<file path="config.mk">
export PLATFORM = sky130hd
export DESIGN_NAME = exp_unit_arbiter
export DESIGN_NICKNAME = d
export VERILOG_FILES = /design/src/rtl/exp_unit_arbiter.sv
export SDC_FILE = /design/constraint.sdc
export NUM_CORES = 1
export LEC_CHECK = 0
export CAP_MARGIN = 20
export CORE_MARGIN = 5
export CORE_UTILIZATION = 30
export CTS_CLUSTER_DIAMETER = 100
export DETAILED_ROUTE_END_ITERATION = 8
export PLACE_DENSITY_LB_ADDON = 0.2
export SLEW_MARGIN = 20
export SYNTH_ARGS = -nofsm -noshare
export SYNTH_HDL_FRONTEND = slang
export SYNTH_SLANG_ARGS = --single-unit
</file>
<file path="constraint.sdc">
create_clock -name clock_i -period 12.14 [get_ports clock_i]
set_input_delay 2.428 -clock clock_i [delete_from_list [all_inputs] [get_ports clock_i]]
set_output_delay 2.428 -clock clock_i [all_outputs]
set_load 0.005 [all_outputs]
</file>
<file path="src/rtl/exp_unit_arbiter.sv">
`default_nettype none
// +----------------------------------------------------------------------------+
// | exp_unit_arbiter: round-robin sharing of one pipelined exp unit by two     |
// | requesters, with per-slot owner tags and one-entry result registers. r1.0  |
// +----------------------------------------------------------------------------+
module exp_unit_arbiter #(
  parameter int WIDTH   = 32,
  parameter int LATENCY = 30,
  parameter int IW      = $clog2(LATENCY + 1)
) (
  input  logic             clock_i,
  input  logic             reset_i,
  input  logic             req0_valid_i,
  output logic             req0_ready_o,
  input  logic [WIDTH-1:0] req0_data_i,
  input  logic             req1_valid_i,
  output logic             req1_ready_o,
  input  logic [WIDTH-1:0] req1_data_i,
  output logic             rsp0_valid_o,
  input  logic             rsp0_ready_i,
  output logic [WIDTH-1:0] rsp0_data_o,
  output logic             rsp1_valid_o,
  input  logic             rsp1_ready_i,
  output logic [WIDTH-1:0] rsp1_data_o,
  output logic             unit_enable_o,
  output logic [WIDTH-1:0] unit_in_o,
  input  logic [WIDTH-1:0] unit_out_i,
  output logic [IW-1:0]    in_flight_o,
  output logic             busy_o
);

  logic [LATENCY-1:0] tag_v_q, tag_v_d;
  logic [LATENCY-1:0] tag_id_q, tag_id_d;
  logic               last_grant_q, last_grant_d;
  logic               rsp0_valid_q, rsp0_valid_d;
  logic               rsp1_valid_q, rsp1_valid_d;
  logic [WIDTH-1:0]   rsp0_data_q, rsp0_data_d;
  logic [WIDTH-1:0]   rsp1_data_q, rsp1_data_d;

  logic          w_head_v, w_head_id, w_free0, w_free1;
  logic          w_capture, w_advance, w_grant, w_issue;
  logic [IW-1:0] w_count;

  assign w_head_v  = tag_v_q[LATENCY-1];
  assign w_head_id = tag_id_q[LATENCY-1];
  assign w_free0   = !rsp0_valid_q || rsp0_ready_i;
  assign w_free1   = !rsp1_valid_q || rsp1_ready_i;
  assign w_capture = w_head_v && (w_head_id ? w_free1 : w_free0);
  // An empty head never blocks; a full head only moves once its owner can take it.
  assign w_advance = !w_head_v || w_capture;

  assign w_grant = (req0_valid_i && req1_valid_i) ? !last_grant_q : req1_valid_i;
  assign w_issue = w_advance && !reset_i && (req0_valid_i || req1_valid_i);

  assign req0_ready_o  = w_issue && !w_grant;
  assign req1_ready_o  = w_issue && w_grant;
  assign unit_enable_o = w_advance && !reset_i;
  assign unit_in_o     = !w_issue ? '0 : (w_grant ? req1_data_i : req0_data_i);

  always_comb begin
    tag_v_d      = tag_v_q;
    tag_id_d     = tag_id_q;
    last_grant_d = last_grant_q;
    if (w_advance) begin
      tag_v_d  = {tag_v_q[LATENCY-2:0], w_issue};
      tag_id_d = {tag_id_q[LATENCY-2:0], w_grant};
    end
    if (w_issue) last_grant_d = w_grant;

    rsp0_valid_d = rsp0_valid_q && !rsp0_ready_i;
    rsp0_data_d  = rsp0_data_q;
    rsp1_valid_d = rsp1_valid_q && !rsp1_ready_i;
    rsp1_data_d  = rsp1_data_q;
    if (w_capture && !w_head_id) begin
      rsp0_valid_d = 1'b1;
      rsp0_data_d  = unit_out_i;
    end
    if (w_capture && w_head_id) begin
      rsp1_valid_d = 1'b1;
      rsp1_data_d  = unit_out_i;
    end
  end

  always_comb begin
    w_count = '0;
    for (int i = 0; i < LATENCY; i++) w_count = w_count + IW'(tag_v_q[i]);
  end

  always_ff @(posedge clock_i) begin
    if (reset_i) begin
      tag_v_q      <= '0;
      tag_id_q     <= '0;
      last_grant_q <= 1'b1;
      rsp0_valid_q <= 1'b0;
      rsp1_valid_q <= 1'b0;
      rsp0_data_q  <= '0;
      rsp1_data_q  <= '0;
    end else begin
      tag_v_q      <= tag_v_d;
      tag_id_q     <= tag_id_d;
      last_grant_q <= last_grant_d;
      rsp0_valid_q <= rsp0_valid_d;
      rsp1_valid_q <= rsp1_valid_d;
      rsp0_data_q  <= rsp0_data_d;
      rsp1_data_q  <= rsp1_data_d;
    end
  end

  assign rsp0_valid_o = rsp0_valid_q;
  assign rsp1_valid_o = rsp1_valid_q;
  assign rsp0_data_o  = rsp0_data_q;
  assign rsp1_data_o  = rsp1_data_q;
  assign in_flight_o  = reset_i ? '0 : w_count;
  assign busy_o       = !reset_i && ((|tag_v_q) || rsp0_valid_q || rsp1_valid_q);

endmodule
`default_nettype wire

</file>
* Word-level counts from Yosys, hierarchy flattened
Cells that the tools add are included.
Widths: inputs -> output; s select.
** Word-level totals
- Output and inout port bits :: 107
- Logic and storage cells :: 70
- Register bits :: 127
** Cells by class
- Multiplexer cells :: 7
- Add/sub/neg operators :: 29
- Reductions and logical operators :: 27
** Operators with widths (count)
- $add 5x1->5 :: 25
- $mux 32 :: 2
- $reduce_or 30->1 :: 1
- $logic_and 1x1->1 :: 11
- $logic_not 1->1 :: 9
- $logic_or 1x1->1 :: 6
- $add 4x1->5 :: 1
- $mux 5 :: 1
- $add 3x1->4 :: 1
- $mux 1 :: 4
- $add 2x1->3 :: 1
- $add 1x1->2 :: 1

* Logic depth before layout (Yosys ltp)
Gate-level depths: netlist of run 1.
- Word-level depth :: 30
- Depth in mapped cells :: 16
- Depth with buffers taken out :: 16

* Worst setup path before layout of run 1
OpenSTA, ideal clock, no wires.
- Path kind :: register to output
- From :: register tag_v_q[17]
- To :: output port in_flight_o[4]
- Path slack :: 5081 ps
- Data arrival time :: 4631 ps
- Cell stages (with the launch flop) :: 16
- Data required time :: 9712 ps
- Buffers on the path :: 0
- Cells stage by stage :: dfxtp_1 -> fa_1 -> inv_1 -> fa_1 -> inv_1 -> fa_1 -> inv_1 -> fa_1 -> fa_1 -> fa_1 -> inv_1 -> ha_1 -> fa_1 -> a21o_1 -> a21oi_1 -> mux2_2
** On the way
- Longest elaborated chain between the ends :: 14
** RTL lines
- start, declared :: RTL line 32 : logic [LATENCY-1:0] tag_v_q, tag_v_d;
- start signal, assigned :: RTL line 99 : tag_v_q <= tag_v_d;
- $add 5x1->5 (13 in a row) :: RTL line 86 : for (int i = 0; i < LATENCY; i++) w_count = w_count + IW'(tag_v_q[i]);
- $mux 5 :: RTL line 113 : assign in_flight_o = reset_i ? '0 : w_count;
- end, declared :: RTL line 28 : output logic [IW-1:0] in_flight_o,
No other way between the ends.

* Worst setup path in the final report of run 1
- From :: register tag_v_q[23]
- To :: output port in_flight_o[4]
** On the way
- Longest elaborated chain between the ends :: 8
** RTL lines (RTL line)
- $add 5x1->5 (7 in a row) :: 86
- $mux 5 :: 113
No other way between the ends.

==> results of run 1 <==
-- power by group through the flow --
stage / registers [mW] / clock network, mW / logic, mW
3_3_place_gp: 0.429 / 0 / 0.0942
3_5_place_dp: 0.428 / 0 / 0.0943
4_1_cts: 0.419 / 0.567 / 0.0947
2_1_floorplan: 0.428 / 0 / 0.0372
6_report: 0.419 / 0.556 / 0.0935
5_1_grt: 0.419 / 0.587 / 0.102
-- per-layer routing --
layer	up-vias	wire [um]	track usage, %
met5	-	0	0
met4	0	272	4.42
met3	19	1720	6.49
met2	173	9300	24.5
met1	2977	9110	22.3
li1	3106	-	-
-- critical path: cells and delay by family, from the launching register on --
family | cells | cell delay, ps
adder cells (fa/ha/maj) | 8 | 3480
AO/OA/AOI/OAI | 2 | 340
buffers and inverters | 5 | 670
flip-flops | 1 | 370
multiplexers | 1 | 340
-- worst max-delay path by stage --
stage | from | to | slack (ps) | depth (start not counted)
floorplan | tag_v_q[17] | in_flight_o[4] | 5080 | 15
global placement | rsp0_ready_i | req0_ready_o | 4430 | 7
detailed placement | rsp0_ready_i | req0_ready_o | 4390 | 7
CTS | tag_v_q[23] | in_flight_o[4] | 4040 | 16
global route | tag_v_q[17] | in_flight_o[4] | 3830 | 16
finish | tag_v_q[23] | in_flight_o[4] | 4110 | 16
-- cell usage in the layout, fill, tap and decap left out, drive strengths merged, types with 3 or more instances in the layout --
master | netlist | layout
clkdlybuf4s50 | 0 | 207
a21oi | 159 | 159
nand3 | 153 | 153
dfxtp | 127 | 127
o21ai | 120 | 120
inv | 47 | 47
nand2 | 33 | 33
fa | 22 | 22
clkbuf | 73 | 17
buf | 12 | 17
ha | 9 | 9
nor4 | 7 | 7
nor2b | 7 | 7
clkinv | 0 | 7
nor2 | 5 | 5
nand2b | 5 | 5
bufinv | 0 | 5
clkinvlp | 0 | 3
-- flip-flops by register name, summed over array words and instances, names as in the netlist --
signal / count
rsp0_valid_o: 1
tag_v_q: 30
tag_id_q: 30
rsp1_data_o: 32
rsp0_data_o: 32
last_grant_q: 1
rsp1_valid_o: 1
-- kinds of logic after synthesis --
family,after synthesis,synth area share (%)
AND/OR/NAND/NOR,223,17.8
buffers and inverters,132,8.61
multiplexers,2,0.354
adder cells (fa/ha/maj),31,8.69
flip-flops,127,40.0
XOR/XNOR,1,0.138
AO/OA/AOI/OAI,285,24.5
-- per-stage QoR --
step | utilization [%] | setup WS [ps] | power (mW) | instances
after floorplan | - | 5080 | 0.465 | 801
after global placement | 40.8 | 4430 | 0.523 | 1214
after detailed placement | 40.8 | 4390 | 0.523 | 1214
after CTS | 43.9 | 4040 | 1.08 | 1246
after global routing | 44.0 | 3830 | 1.11 | 1247
final | 44.0 | 4110 | 1.07 | 1247
-- cell type report --
class	instances	share of cell area [%]
Clock buffer	17	4.62
Sequential cell	127	27.6
Timing Repair Buffer	224	24.1
Multi-Input combinational cell	542	35.7
Inverter	47	1.91
Clock inverter	15	2.38
Tap cell	275	3.73
-- synth_stat cells, drive strengths merged (5+ instances only) --
cell	number	area share, %
a21oi	159	14
nand3	153	12
dfxtp	127	40
o21ai	120	9.4
clkbuf	73	4.3
inv	47	2.8
nand2	33	1.9
fa	22	6.9
buf	12	1.5
ha	9	1.8
nor2b	7	0.69
nor4	7	0.69
nand2b	5	0.49
nor2	5	0.30
==> flow_summary.ini, run 1 <==
[timing]
finalMaxSlewViolations = 0
fin_setup_tns_ps = 0
max_freq_mhz = 125
hold_viol = 0
setup_viol = 0
finalCritPeriodShare_pct = 66.2
hold_ws_ps = 460
slew_headroom_pct = 33.8
clock-skew-final_ps = 5.61
fin_crit_ps = 8030
worstMarginPinSlew_ps = 992
rsz0062_at_grt = false

[layout]
diodes = 0
fillers = 2139
multiInputGateArea_sq_mm = 0.00329
nNetsFinal = 1092
drive_gt1_share_pct = 9.05
fin_area_sq_mm = 0.00922
regArea_sq_mm = 0.00254
area_growth_syn_to_layout_pct = 44.9

[power_and_ir_drop]
comb_power_share_pct = 8.7
leakagePower_nw = 3.13
p_clk_share_pct = 52.0
internal_power_mw = 0.836
swShare_pct = 21.8
power.density_mw_per_mm2 = 116
switchingPower_mw = 0.233
peakVddDrop_mv = 0.0966
p_seq_share_pct = 39.2

[synthesis]
synth_nets = 934
synth.distinct_cells = 35
synth_area_per_cell_sq_um = 7.94
synthCells = 801
synth_ff_type = dfxtp_1
synth-edff-count = 0
yosysWarnings = 0
ys_seq_elements = 127
synthArstFlopShare_pct = 0
yosysSeqAreaShare_pct = 40.0
syn-cell-area_sq_mm = 0.00636

[floorplan]
die_area_sq_mm = 0.0242
die_w_um = 156
fp.dieH_um = 156
ios = 209
num_rows = 53
initial_core_util_pct = 30.4
core_area_sq_mm = 0.0210

[hold_path]
hold_start = tag_id_q[7]
min_to = tag_id_q[8]
hold_depth = 2
hp-class = reg2reg

[critical_path]
crit_path_top_delay_cell = fa_1
start_kind = flip-flop
slowest_delay_ps = 490
r2r_cells = 5
path_cells = inv_1 -> fa_1 -> fa_1 -> inv_1 -> fa_1 -> inv_1 -> fa_1 -> fa_1 -> fa_1 -> inv_1 -> ha_1 -> fa_1 -> a21o_1 -> a21oi_1 -> mux2_2 -> clkdlybuf4s50_1
endpoint_kind = output pin
cpMostUsedCell = fa_1
reg2reg_from = tag_v_q[29]
critPathKind = reg2out
rrSetupSlack_ps = 9610
required_ps = 9710
critPathMaxFanout = 4
cp.arrival_ps = 5600
rr_endpoint = tag_id_q[0]

[drt]
wl_per_cell_um = 16.4
drt_iter0_markers = 413
dr.pass1.iters = 5
vias = 6275
postRouteAntennaNets = 0
routed_wl_mm = 20.4
route.detailed.drc = 0
drt-vias-per-instance = 5.03

[grt]
gr-total-overflow = 0
grt_pass1_vias = 5924
grt_pass1_wl_mm = 32.6
antenna_found_initial = 0
grt_usage_pct = 16.5
grt_max_degree = 94

[clock_network]
ctsResizeCount = 0
clock-sinks = 127
cts_tree = built
postCtsSetupBuffers = 0
cts_buffers = 17
cts-hold-fix-buffers = 0
path_clk_slew_ps = 60
root_buffer = clkbuf_16
clockBufferDepth = 2
clock_latency_ps = 420
htreeDepth = 4

[outcome]
outcome = completed

[placement]
place.gp.congestion = 0.770
portBuffers = 208
place_hpwl_mm = 13.3
placed_cell_area_sq_mm = 0.00854

[flow_run]
drv_cap = 0
Power figures use the tool's default switching activity.
==> run 2: changes to the inputs <==
==> constraint.sdc (replaced) <==
create_clock -name clock_i -period 7.8 [get_ports clock_i]
set_input_delay 1.56 -clock clock_i [delete_from_list [all_inputs] [get_ports clock_i]]
set_output_delay 1.56 -clock clock_i [all_outputs]
set_load 0.005 [all_outputs]
==> run 2 against run 1 <==
Clock power is 49% higher. Register-to-register slack worse by 3900 ps. Cell count is 0.16% lower. First-iteration DRC count is 3.4% higher. Sequential power is 56% higher. Largest cell class unchanged. Largest power group unchanged.
==> flow_summary.ini, run 2 (synthesis results as in run 1) <==
[clock_network]
clock-sinks = 127
postCtsSetupBuffers = 0
path_clk_slew_ps = 50
root_buffer = clkbuf_16
cts_buffers = 17
htreeDepth = 4
cts-hold-fix-buffers = 0
ctsResizeCount = 0
cts_tree = built
clockBufferDepth = 2
clock_latency_ps = 410

[critical_path]
reg2reg_from = tag_v_q[29]
start_kind = flip-flop
startpoint = tag_v_q[17]
required_ps = 6240
endpoint_kind = output pin
cp.arrival_ps = 5630
critPathMaxFanout = 4
critPathKind = reg2out

[power_and_ir_drop]
p_seq_share_pct = 40.1
power.density_mw_per_mm2 = 178
total_power_mw = 1.63
comb_power_share_pct = 9.0
leakagePower_nw = 3.11
swShare_pct = 21.5
peakVddDrop_mv = 0.145
switchingPower_mw = 0.350
internal_power_mw = 1.28
p_clk_share_pct = 50.8

[floorplan]
core_area_sq_mm = 0.0210
fp.dieH_um = 156
die_area_sq_mm = 0.0242
die_w_um = 156
ios = 209
initial_core_util_pct = 30.4
num_rows = 53

[placement]
place.gp.congestion = 0.795
place_hpwl_mm = 13.5
dp_slack_ps = 1020
portBuffers = 208
placed_cell_area_sq_mm = 0.00854
placed_cells = 1214

[grt]
grt_pass1_vias = 5968
antenna_found_initial = 0
gr-total-overflow = 0
grt_pass1_wl_mm = 33.0
grt_max_degree = 86
grt_usage_pct = 16.7

[timing]
finalMaxSlewViolations = 0
worstMarginPinSlew_ps = 987
fin_setup_tns_ps = 0
slew_headroom_pct = 34.2
hold_viol = 0
hold_ws_ps = 461
rsz0062_at_grt = false
clock-skew-final_ps = 8.95
worst_slack_ps = 611
fin_crit_ps = 7190
setup_viol = 0
max_freq_mhz = 139
finalCritPeriodShare_pct = 92.2

[layout]
fillers = 2114
nNetsFinal = 1091
area_growth_syn_to_layout_pct = 44.0
drive_gt1_share_pct = 8.76
final_cell_mix = clkdlybuf4s50_1 (207), nand3_1 (153), a21oi_1 (129), dfxtp_1 (127), o21ai_0 (120)
layout_commonest_cell = clkdlybuf4s50_1
fin_util_pct = 43.7
fin_area_sq_mm = 0.00916
diodes = 0
final-instance-count-excl-fill = 1245

[drt]
dr.pass1.iters = 5
wl_per_cell_um = 16.6
postRouteAntennaNets = 0
drt-vias-per-instance = 5.03
routed_wl_mm = 20.7
vias = 6262
drt_iter0_markers = 427
route.detailed.drc = 0

[outcome]
outcome = completed

[flow_run]
drv_cap = 0

[hold_path]
hold_start = tag_id_q[8]
hp-class = reg2reg
run 2: changes by cell type in the layout (fill, tap and decap cells not counted), sizes merged:
cell,change
clkinvlp,-2
clkbuf,+3
clkinv,-1
bufinv,-1
buf,-1
run 2: area by class of cell:
type / count / area (sq um) / share of cell area (%)
multi-input cells: 542 / 3290 / 35.9
flip-flops and latches: 127 / 2540 / 27.8
repair buffers: 223 / 2190 / 23.9
clock buffers: 20 / 447 / 4.88
well taps: 275 / 344 / 3.76
inverters: 47 / 176 / 1.93
clock inverters: 11 / 165 / 1.80
run 2: critical path: stages, from the launching register on:
cell	delay, ps
dfxtp_1	350
fa_1	560
inv_1	60
fa_1	490
inv_1	50
fa_1	470
inv_1	50
fa_1	460
fa_1	480
fa_1	490
inv_1	40
ha_1	190
fa_1	400
a21o_1	190
a21oi_1	150
mux2_2	350
clkdlybuf4s50_1	440
run 2: power groups by stage:
stage | Clock [mW] | Combinational (mW) | Sequential [mW]
6_report | 0.827 | 0.147 | 0.653
5_1_grt | 0.878 | 0.159 | 0.653
4_1_cts | 0.846 | 0.149 | 0.653
3_5_place_dp | 0 | 0.148 | 0.667
3_3_place_gp | 0 | 0.147 | 0.667
2_1_floorplan | 0 | 0.0579 | 0.666
run 2: worst paths after layout:
check | cells after the start | endpoint | slack (ps)
min | 2 | tag_id_q[9] | 460
min reg2reg | 2 | tag_id_q[9] | 460
max reg2reg | 4 | tag_id_q[0] | 5730
max | 16 | in_flight_o[4] | 610
run 2: routing by layer:
| layer | routed length (um) | global-route usage (%) | up-vias |
|---|---|---|---|
| met5 | 0 | 0 | - |
| met4 | 273 | 4.75 | 0 |
| met3 | 1710 | 6.13 | 17 |
| met2 | 9530 | 25.1 | 168 |
| met1 | 9210 | 22.5 | 2978 |
| li1 | - | - | 3099 |
==> run 3: changes to the inputs <==
--- a/config.mk
+++ b/config.mk
@@ -11,7 +11,6 @@
 export CTS_CLUSTER_DIAMETER = 100
 export DETAILED_ROUTE_END_ITERATION = 8
 export PLACE_DENSITY_LB_ADDON = 0.2
-export SLEW_MARGIN = 20
 export SYNTH_ARGS = -nofsm -noshare
 export SYNTH_HDL_FRONTEND = slang
 export SYNTH_SLANG_ARGS = --single-unit
==> run 3 against run 2 <==
Sequential power hardly changed. Die area stayed put. Critical path type unchanged. Setup slack better by 5.2 ps. Largest power group unchanged.
==> flow_summary.ini, run 3 (synthesis results as in run 1) <==
[grt]
grt_pass1_vias = 5968
gr-total-overflow = 0
grt_max_degree = 86
antenna_found_initial = 0
grt_usage_pct = 16.7
grt_pass1_wl_mm = 33.0

[layout]
layout_commonest_cell = clkdlybuf4s50_1
nNetsFinal = 1092
diodes = 0
final_cell_mix = clkdlybuf4s50_1 (207), nand3_1 (153), a21oi_1 (129), dfxtp_1 (127), o21ai_0 (120)
drive_gt1_share_pct = 8.75
fin_area_sq_mm = 0.00918
area_growth_syn_to_layout_pct = 44.3
final-instance-count-excl-fill = 1246
fillers = 2111

[timing]
rsz0062_at_grt = false
fin_setup_tns_ps = 0
max_freq_mhz = 139
finalCritPeriodShare_pct = 92.1
finalMaxSlewViolations = 0
fin_crit_ps = 7180
worstMarginPinSlew_ps = 985
hold_viol = 0
hold_ws_ps = 462
slew_headroom_pct = 34.3
clock-skew-final_ps = 10.8
setup_viol = 0

[critical_path]
required_ps = 6240
rrSetupSlack_ps = 5740
critPathKind = reg2out
startpoint = tag_v_q[17]
reg2reg_from = tag_v_q[29]
endpoint_kind = output pin
start_kind = flip-flop
rr_endpoint = tag_id_q[0]
cp.arrival_ps = 5620
critPathMaxFanout = 4
r2r_cells = 4

[drt]
routed_wl_mm = 20.8
drt_iter0_markers = 433
dr.pass1.iters = 5
postRouteAntennaNets = 0
route.detailed.drc = 0
wl_met3_mm = 1.68
wl_met2_mm = 9.59
wl_per_cell_um = 16.7
wl_met1_mm = 9.21
top_layer = met4
vias = 6265
drt-vias-per-instance = 5.03

[clock_network]
root_buffer = clkbuf_16
cts_buffers = 17
clock-sinks = 127
cts_tree = built
postCtsSetupBuffers = 0
path_clk_slew_ps = 60
clockBufferDepth = 2
cts-hold-fix-buffers = 0
clock_latency_ps = 410
htreeDepth = 4
ctsResizeCount = 0

[placement]
place.gp.congestion = 0.795
placed_cell_area_sq_mm = 0.00854
place_hpwl_mm = 13.5
portBuffers = 208
placed_cells = 1214

[floorplan]
die_area_sq_mm = 0.0242
initial_core_util_pct = 30.4
fp.dieH_um = 156
num_rows = 53
core_area_sq_mm = 0.0210
die_w_um = 156
ios = 209

[hold_path]
min_to = tag_id_q[5]
hold_depth = 2
hold_start = tag_id_q[4]
hp-class = reg2reg

[power_and_ir_drop]
peakVddDrop_mv = 0.148
power.density_mw_per_mm2 = 177
leakagePower_nw = 3.12

[flow_run]
drv_cap = 0

[outcome]
outcome = completed
run 3: how the worst max path moves through the flow:
stage                           endpoint  slack, ps  depth (start not counted)
after floorplan           in_flight_o[4]       1610                         15
after global placement    in_flight_o[4]       1070                         16
after detailed placement  in_flight_o[4]       1020                         14
after CTS                 in_flight_o[4]        550                         16
after global routing      in_flight_o[4]        370                         16
final                     in_flight_o[4]        620                         16
run 3: routing by layer:
metal  track usage (%)  vias to the layer above
met3              6.13                       17
met4              4.75                        0
met2              25.1                      170
met5                 0                        -
li1                  -                     3105
met1              22.5                     2973
run 3: area by class of cell:
| type | count | area [sq um] | area share [%] |
|---|---|---|---|
| Multi-Input combinational cell | 542 | 3290 | 35.8 |
| Clock buffer | 20 | 447 | 4.86 |
| Timing Repair Buffer | 224 | 2220 | 24.2 |
| Tap cell | 275 | 344 | 3.75 |
| Inverter | 47 | 176 | 1.92 |
| Sequential cell | 127 | 2540 | 27.7 |
| Clock inverter | 11 | 165 | 1.80 |
run 3: worst max-delay path, cell delays in order (launching register included):
cell	delay, ps
dfxtp_1	350
fa_1	550
inv_1	60
fa_1	490
inv_1	50
fa_1	470
inv_1	50
fa_1	460
fa_1	480
fa_1	490
inv_1	40
ha_1	190
fa_1	400
a21o_1	190
a21oi_1	150
mux2_2	350
clkdlybuf4s50_1	440
run 3: report_power, final:
part           total (mW)  internal [mW]  switching, mW
sequential          0.653          0.651        0.00172
clock               0.829          0.540          0.289
combinational       0.147         0.0850         0.0616
run 3: stage by stage:
step | util, % | total power, mW | worst slack [ps]
3_3_place_gp | 40.8 | 0.814 | 1070
6_report | 43.8 | 1.63 | 616
2_1_floorplan | - | 0.724 | 1610
5_1_grt | 43.8 | 1.69 | 370
3_5_place_dp | 40.8 | 0.815 | 1020
4_1_cts | 43.7 | 1.65 | 549
